===== config.mk =====
export PLATFORM = sky130hd
export DESIGN_NAME = dpram_arb
export DESIGN_NICKNAME = d
export VERILOG_FILES = /design/src/rtl/dpram_arb.sv
export SDC_FILE = /design/constraint.sdc
export NUM_CORES = 1
export LEC_CHECK = 0
export ABC_AREA = 1
export CORE_AREA = 2 2 108 110
export CTS_CLUSTER_DIAMETER = 60
export DETAILED_ROUTE_END_ITERATION = 10
export DIE_AREA = 0 0 110 112
export HOLD_SLACK_MARGIN = 0.1
export PLACE_DENSITY = 0.72
export SYNTH_ARGS = -nofsm -noshare
export SYNTH_HDL_FRONTEND = slang
export SYNTH_SLANG_ARGS = --single-unit

===== constraint.sdc =====
create_clock -name clk -period 1.9 [get_ports clk]
set_input_delay 0.38 -clock clk [delete_from_list [all_inputs] [get_ports clk]]
set_output_delay 0.38 -clock clk [all_outputs]
set_load 0.01 [all_outputs]

===== src/rtl/dpram_arb.sv =====
// dpram_arb
// Round-robin front end that shares one dual-port RAM (registered read port,
// byte-strobed write port) between N requesters. Read and write sides are
// arbitrated independently, each with its own rotating priority pointer.
// Read responses come back one cycle after the grant, tagged one-hot to the
// winner. A write landing on the address being read in the same cycle is
// merged lane-by-lane into the response, so users see write-first behaviour.
//
// Ports
//   clk, rst              clock, synchronous active-high reset
//   rd_req/rd_addr        per-requester read request and address (i at [i*A+:A])
//   rd_gnt                combinational one-hot read grant
//   rsp_vld/rsp_data      registered one-hot response tag and shared data
//   wr_req/wr_addr/
//   wr_data/wr_strb       per-requester write request, address, data, lane strobes
//   wr_gnt                combinational one-hot write grant
//   ram_ren/ram_raddr     RAM read port drive; ram_rdata returns one cycle later
//   ram_wen/ram_waddr/
//   ram_wdata/ram_wstrb   RAM write port drive
module dpram_arb #(
    parameter int N = 2,
    parameter int A = 16,
    parameter int D = 32,
    parameter int S = 2
) (
    input  logic           clk,
    input  logic           rst,
    input  logic [N-1:0]   rd_req,
    input  logic [N*A-1:0] rd_addr,
    output logic [N-1:0]   rd_gnt,
    output logic [N-1:0]   rsp_vld,
    output logic [D-1:0]   rsp_data,
    input  logic [N-1:0]   wr_req,
    input  logic [N*A-1:0] wr_addr,
    input  logic [N*D-1:0] wr_data,
    input  logic [N*S-1:0] wr_strb,
    output logic [N-1:0]   wr_gnt,
    output logic           ram_ren,
    output logic [A-1:0]   ram_raddr,
    input  logic [D-1:0]   ram_rdata,
    output logic           ram_wen,
    output logic [A-1:0]   ram_waddr,
    output logic [D-1:0]   ram_wdata,
    output logic [S-1:0]   ram_wstrb
);

    localparam int PW = (N > 1) ? $clog2(N) : 1;
    localparam int E  = D / S;

    logic [PW-1:0]  r_rp;
    logic [PW-1:0]  r_wp;
    logic [N-1:0]   r_rsp_vld;
    logic           r_fwd_hit;
    logic [D-1:0]   r_fwd_wdata;
    logic [S-1:0]   r_fwd_wstrb;

    logic [2*N-1:0] w_rd_dbl;
    logic [N-1:0]   w_rd_rot;
    logic [N-1:0]   w_rd_pick;
    logic [2*N-1:0] w_rd_back;
    logic [N-1:0]   w_rd_gnt;
    logic [PW-1:0]  w_rd_idx;
    logic [PW-1:0]  w_rp_next;

    logic [2*N-1:0] w_wr_dbl;
    logic [N-1:0]   w_wr_rot;
    logic [N-1:0]   w_wr_pick;
    logic [2*N-1:0] w_wr_back;
    logic [N-1:0]   w_wr_gnt;
    logic [PW-1:0]  w_wr_idx;
    logic [PW-1:0]  w_wp_next;

    logic           w_ren;
    logic           w_wen;
    logic [A-1:0]   w_raddr;
    logic [A-1:0]   w_waddr;
    logic [D-1:0]   w_wdata;
    logic [S-1:0]   w_wstrb;
    logic           w_fwd;
    logic [D-1:0]   w_rsp_data;

    // Rotate requests so the pointer index sits at bit 0, isolate the lowest
    // set bit (first requester in scan order), then rotate the pick back.
    always_comb begin
        w_rd_dbl  = {rd_req, rd_req} >> r_rp;
        w_rd_rot  = w_rd_dbl[N-1:0];
        w_rd_pick = w_rd_rot & (~w_rd_rot + N'(1));
        w_rd_back = {w_rd_pick, w_rd_pick} << r_rp;
        w_rd_gnt  = rst ? '0 : w_rd_back[2*N-1:N];

        w_wr_dbl  = {wr_req, wr_req} >> r_wp;
        w_wr_rot  = w_wr_dbl[N-1:0];
        w_wr_pick = w_wr_rot & (~w_wr_rot + N'(1));
        w_wr_back = {w_wr_pick, w_wr_pick} << r_wp;
        w_wr_gnt  = rst ? '0 : w_wr_back[2*N-1:N];
    end

    // Port muxes default to requester 0 so idle outputs are deterministic.
    always_comb begin
        w_rd_idx = '0;
        w_raddr  = rd_addr[A-1:0];
        w_wr_idx = '0;
        w_waddr  = wr_addr[A-1:0];
        w_wdata  = wr_data[D-1:0];
        w_wstrb  = wr_strb[S-1:0];
        for (int unsigned i = 0; i < N; i++) begin
            if (w_rd_gnt[i]) begin
                w_rd_idx = PW'(i);
                w_raddr  = rd_addr[i*A +: A];
            end
            if (w_wr_gnt[i]) begin
                w_wr_idx = PW'(i);
                w_waddr  = wr_addr[i*A +: A];
                w_wdata  = wr_data[i*D +: D];
                w_wstrb  = wr_strb[i*S +: S];
            end
        end
        w_ren     = |w_rd_gnt;
        w_wen     = |w_wr_gnt;
        w_fwd     = w_ren & w_wen & (w_raddr == w_waddr);
        w_rp_next = (w_rd_idx == PW'(N-1)) ? '0 : w_rd_idx + PW'(1);
        w_wp_next = (w_wr_idx == PW'(N-1)) ? '0 : w_wr_idx + PW'(1);
    end

    always_ff @(posedge clk) begin
        if (rst) begin
            r_rp        <= '0;
            r_wp        <= '0;
            r_rsp_vld   <= '0;
            r_fwd_hit   <= 1'b0;
            r_fwd_wdata <= '0;
            r_fwd_wstrb <= '0;
        end else begin
            if (w_ren) begin
                r_rp <= w_rp_next;
            end
            if (w_wen) begin
                r_wp <= w_wp_next;
            end
            r_rsp_vld   <= w_rd_gnt;
            r_fwd_hit   <= w_fwd;
            r_fwd_wdata <= w_wdata;
            r_fwd_wstrb <= w_wstrb;
        end
    end

    // The RAM returns pre-write data on a same-address collision; patch in
    // only the lanes the colliding write actually strobed.
    always_comb begin
        w_rsp_data = ram_rdata;
        for (int unsigned l = 0; l < S; l++) begin
            if (r_fwd_hit && r_fwd_wstrb[l]) begin
                w_rsp_data[l*E +: E] = r_fwd_wdata[l*E +: E];
            end
        end
    end

    assign rd_gnt    = w_rd_gnt;
    assign wr_gnt    = w_wr_gnt;
    assign rsp_vld   = r_rsp_vld;
    assign rsp_data  = w_rsp_data;
    assign ram_ren   = w_ren;
    assign ram_raddr = w_raddr;
    assign ram_wen   = w_wen;
    assign ram_waddr = w_waddr;
    assign ram_wdata = w_wdata;
    assign ram_wstrb = w_wstrb;

endmodule


* Word-level counts from Yosys, hierarchy flattened
Cells that the tools add are included.
Storage, ports and cells: register bits 39, output and inout bits 106, word-level logic and storage cells 37
Cells by class: $add $sub $neg 4, equality and inequality tests 1, shifts and indexed selects 4, muxes and demuxes 12, bitwise logic cells 6, reductions and logical operators 4
Operators with widths (count):
- 2-to-1 mux 16 bit | 4
- 2-to-1 mux 32 bit | 1
- == test 16 bit | 1
- left shift 4 x 1 -> 4 bit | 2
- >> shifter 4 x 1 -> 2 bit | 2
- 2-to-1 mux 2 bit | 3
- adder 2 x 1 -> 2 bit, second input constant | 2
- bitwise AND 2 bit | 2
- 2-to-1 mux 1 bit | 4
- inverter 2 bit | 2
- OR reduction 2 bit | 2
- adder 1 bit, second input constant | 2
- bitwise AND 1 bit | 2
- logical AND 1 bit | 2

* Longest topological paths before layout
word-level depth 9, depth in mapped cells 13, mapped depth without buffers 13

* Worst setup path before layout
OpenSTA, ideal clock, no wires.
path type input-to-output, start input port wr_req[1], end output port ram_wdata[21], data arrival time 1.290 ns, setup slack 0.230 ns, stages on the path 7, path buffers 2, cell sequence inv_1 nor2_4 nand2_4 buf_2 clkbuf_1 o21ai_0 inv_1
Between the ends: word-level cells in the longest chain between the ends 7
RTL lines:
- start, declared | RTL line 33 | input logic [N-1:0] wr_req,
- >> shifter 4 x 1 -> 2 bit * | RTL line 91 | w_wr_dbl = {wr_req, wr_req} >> r_wp;
- inverter 2 bit | RTL line 93 | w_wr_pick = w_wr_rot & (~w_wr_rot + N'(1));
- adder 2 x 1 -> 2 bit | RTL line 93
- bitwise AND 2 bit * | RTL line 93
- left shift 4 x 1 -> 4 bit * | RTL line 94 | w_wr_back = {w_wr_pick, w_wr_pick} << r_wp;
- 2-to-1 mux 2 bit * | RTL line 95 | w_wr_gnt = rst ? '0 : w_wr_back[2*N-1:N];
- 2-to-1 mux 32 bit * | RTL line 111 | if (w_wr_gnt[i]) begin
- end, declared | RTL line 43 | output logic [D-1:0] ram_wdata,
Every way passes the cells marked *; elsewhere a longest branch is shown, timed or not.

* Final worst setup path
start register r_wp, end output port ram_wdata[3]
Between the ends: word-level cells in the longest chain between the ends 7
RTL lines:
- start, declared | RTL line 51 | logic [PW-1:0] r_wp;
- start signal, assigned | RTL line 138 | r_wp <= w_wp_next;
- >> shifter 4 x 1 -> 2 bit | RTL line 91
- inverter 2 bit | RTL line 93
- adder 2 x 1 -> 2 bit | RTL line 93
- bitwise AND 2 bit | RTL line 93
- left shift 4 x 1 -> 4 bit * | RTL line 94
- 2-to-1 mux 2 bit * | RTL line 95
- 2-to-1 mux 32 bit * | RTL line 111
Marked as above.

==> metrics.txt <==
status=finished, violations left; failing checks=negative setup slack; Die Y=112 microns; Syn Nets=644; mean post-synth cell area=6.33 sq um; post-synth cell types=24; pwr dens=454 nW/um^2; I/O pins=276; core area=11200 sq um; RSZ-0062 raised after global routing=yes; clock buffer depth=2; layout cells sized above 1=44.7%; Synth Warn #=0; Max Slew Vio Count=0; reg-to-reg slack, setup=-0.01 ns; Compound-Gate Fraction of Synth Area=8.39%; Reg clk slew, reported paths=0.06 ns; Worst IR Drop VDD=0.435 mV; layout net count=1071; DR WL/cell=16.4 microns; Slew HR=74.1%; non-filler cells in the finished layout=1046; Post-Synth Simple-Gate Area=39.2%; Worst-Skew Late Latency=0.28 ns; total die area=12300 sq um; die width=110 microns; Final period util=107%; DRT iter0 DRCs=128; Rows=39; Cells after DPL=960; Synth Instances=474; Syn-to-layout area delta=162%; Hold WS=0.332 ns; largest net degree at the start of global routing=35; GPL Wtd Cong=0.912; Post-DP Area=6530 sq um; worst setup margin=-0.139 ns; worst slew pin tran=0.389 ns; HP Class=in -> reg; Fin. Hold Viols=0; WS Path Type=reg -> out; Vias/cell=4.56; worst-path cell chain=inv_2, nand2_4, nand2_8, clkinv_8, buf_8, buf_6, or2_4, o21ai_4, inv_1, buf_2; PortBufs=275; commonest non-fill, non-tap cell in the layout=clkdlybuf4s50_1; Final ANT Viol Nets=0; final critical-path required period=2.04 ns; initial antenna violation count=1; Crit. Startpoint=r_wp; Worst path slowest cell=dfxtp_2; first-pass GRT wire length=23400 microns; Final Skew=0.00202 ns; Max Fanout on Critical Path=6; worst r2r src=r_wp; DRC violations left=0; r2r endpoint=r_fwd_wstrb[1]; Starting Density=26.8%; CTS Hold Bufs=0; Design Area, Final=7870 sq um; drt pass-1 iters=4; synthesized area=3000 sq um; Post-Route WL=17100 microns; root buf cell=clkbuf_16; vias in the first global route=4928; Fmax achieved=490 MHz; Required @ worst endpoint=1.52 ns; CP arrival=1.66 ns; Via Count=4770; Setup crit end=ram_wdata[3]; Critical Path Source Type=flip-flop; leakage power total=3.91 nW; count of final setup violators=36; TritonCTS Buffers=5; largest family of logic cells by synthesized area=simple AND/OR/NAND/NOR gates; Overall Global Routing Usage=24.4%; grt total ovfl=0; Crit path largest cell delay=0.32 ns; CTS tree=built; part of the Yosys area used for sequential elements=26.0%; clk sinks=39; R2R cell count=15; kind of end point of the critical path=output pin; post-synthesis xor/xnor area fraction=0.292%; H-Tree Level Count=2; flops & latches, synth=39; multiplexer share of the synthesized area=12.0%; Max-cap violations=0; commonest non-fill, non-tap cells in the layout=clkdlybuf4s50_1 (166), buf_4 (137), nand2_1 (103); post-DP HPWL=11400 microns; Post-Synth Adder-Cell Area=0%
## where the power goes
part,internal [mW],switching (mW)
combinational,1.07,0.723
clock,0.558,0.329
sequential,0.873,0.0180
total,2.50,1.07
## registers in the layout (all words and copies together), names as in the netlist
name / cells
r_wp: 1
r_fwd_wstrb: 2
r_fwd_hit: 1
rsp_vld: 2
r_fwd_wdata: 32
r_rp: 1
## how the worst min path moves through the flow
stage                     depth (start not counted)         end      start
final                                             2  rsp_vld[0]  rd_req[1]
after global routing                              2  rsp_vld[0]  rd_req[1]
after CTS                                         2  rsp_vld[0]  rd_req[1]
after detailed placement                          2  rsp_vld[0]       r_rp
after global placement                            2  rsp_vld[0]       r_rp
after floorplan                                   1  rsp_vld[0]       r_rp
## what timing repair did
action | 4_1_cts | 5_1_grt
buffers inserted | 50 | 23
resized for setup | 428 | 136
pin swaps | 7 | 11
endpoints found under the setup margin | 105 | 70
gates cloned | 5 | 3
endpoints found under the hold margin | 0 | 0
## per-stage QoR
stage          setup TNS, ns  utilization [%]  setup slack, ns  total power [mW]
2_1_floorplan              0                -            0.230              1.38
3_3_place_gp          -46.20             58.4           -0.756              2.32
3_5_place_dp          -51.14             58.4           -0.826              2.34
4_1_cts                -3.07             65.8           -0.183              3.41
5_1_grt                -3.94             70.4           -0.200              3.74
6_report               -1.82             70.4           -0.139              3.57
## worst max-delay path: cells and delay by family (launching register included)
| kind | cells | cell delay, ns |
|---|---|---|
| buffers and inverters | 6 | 0.56 |
| AOI/OAI and AO/OA | 1 | 0.07 |
| and+or+nand+nor | 3 | 0.42 |
| DFF | 1 | 0.32 |
## cells by family after synthesis
family	count (synthesis)
and+or+nand+nor	254
buffers and inverters	99
AOI/OAI and AO/OA	49
DFF	39
muxes	32
xor gates and xnor gates	1
## cell type report
type	count	area [sq um]
antenna	1	2.50
clock buffer	7	153
clock inverter	1	7.51
fill	860	3310
inverter	75	294
multi-input combinational	337	2320
sequential	39	786
tap	143	179
timing repair buffer	443	4120
## routing by layer
layer | track usage (%) | part of all wire [%] | vias up
met1 | 23.8 | 35 | 2191
met5 | 0 | 0 | -
li1 | - | - | 2314
met4 | 10.1 | 4.1 | 0
met2 | 48.1 | 54 | 212
met3 | 4.63 | 6.8 | 53
## cells in the mapped netlist
cell	instances	area, sq um
a21oi_1	5	25.0
buf_2	5	25.0
buf_4	4	30.0
buf_6	4	45.0
clkbuf_1	11	41.3
dfxtp_1	39	781
inv_1	73	274
inv_2	2	7.51
mux2_2	32	360
nand2_1	124	465
nand2_2	10	62.6
nand2_4	2	22.5
nand3_1	22	110
nand3b_1	13	97.6
nand4_1	1	6.26
nor2_1	45	169
nor2_2	1	6.26
nor2_4	2	22.5
o21a_1	1	7.51
o21ai_0	37	185
o21ai_1	5	25.0
o21ai_2	1	8.76
or2_2	34	213
xor2_1	1	8.76
Power figures use the tool's default switching activity.
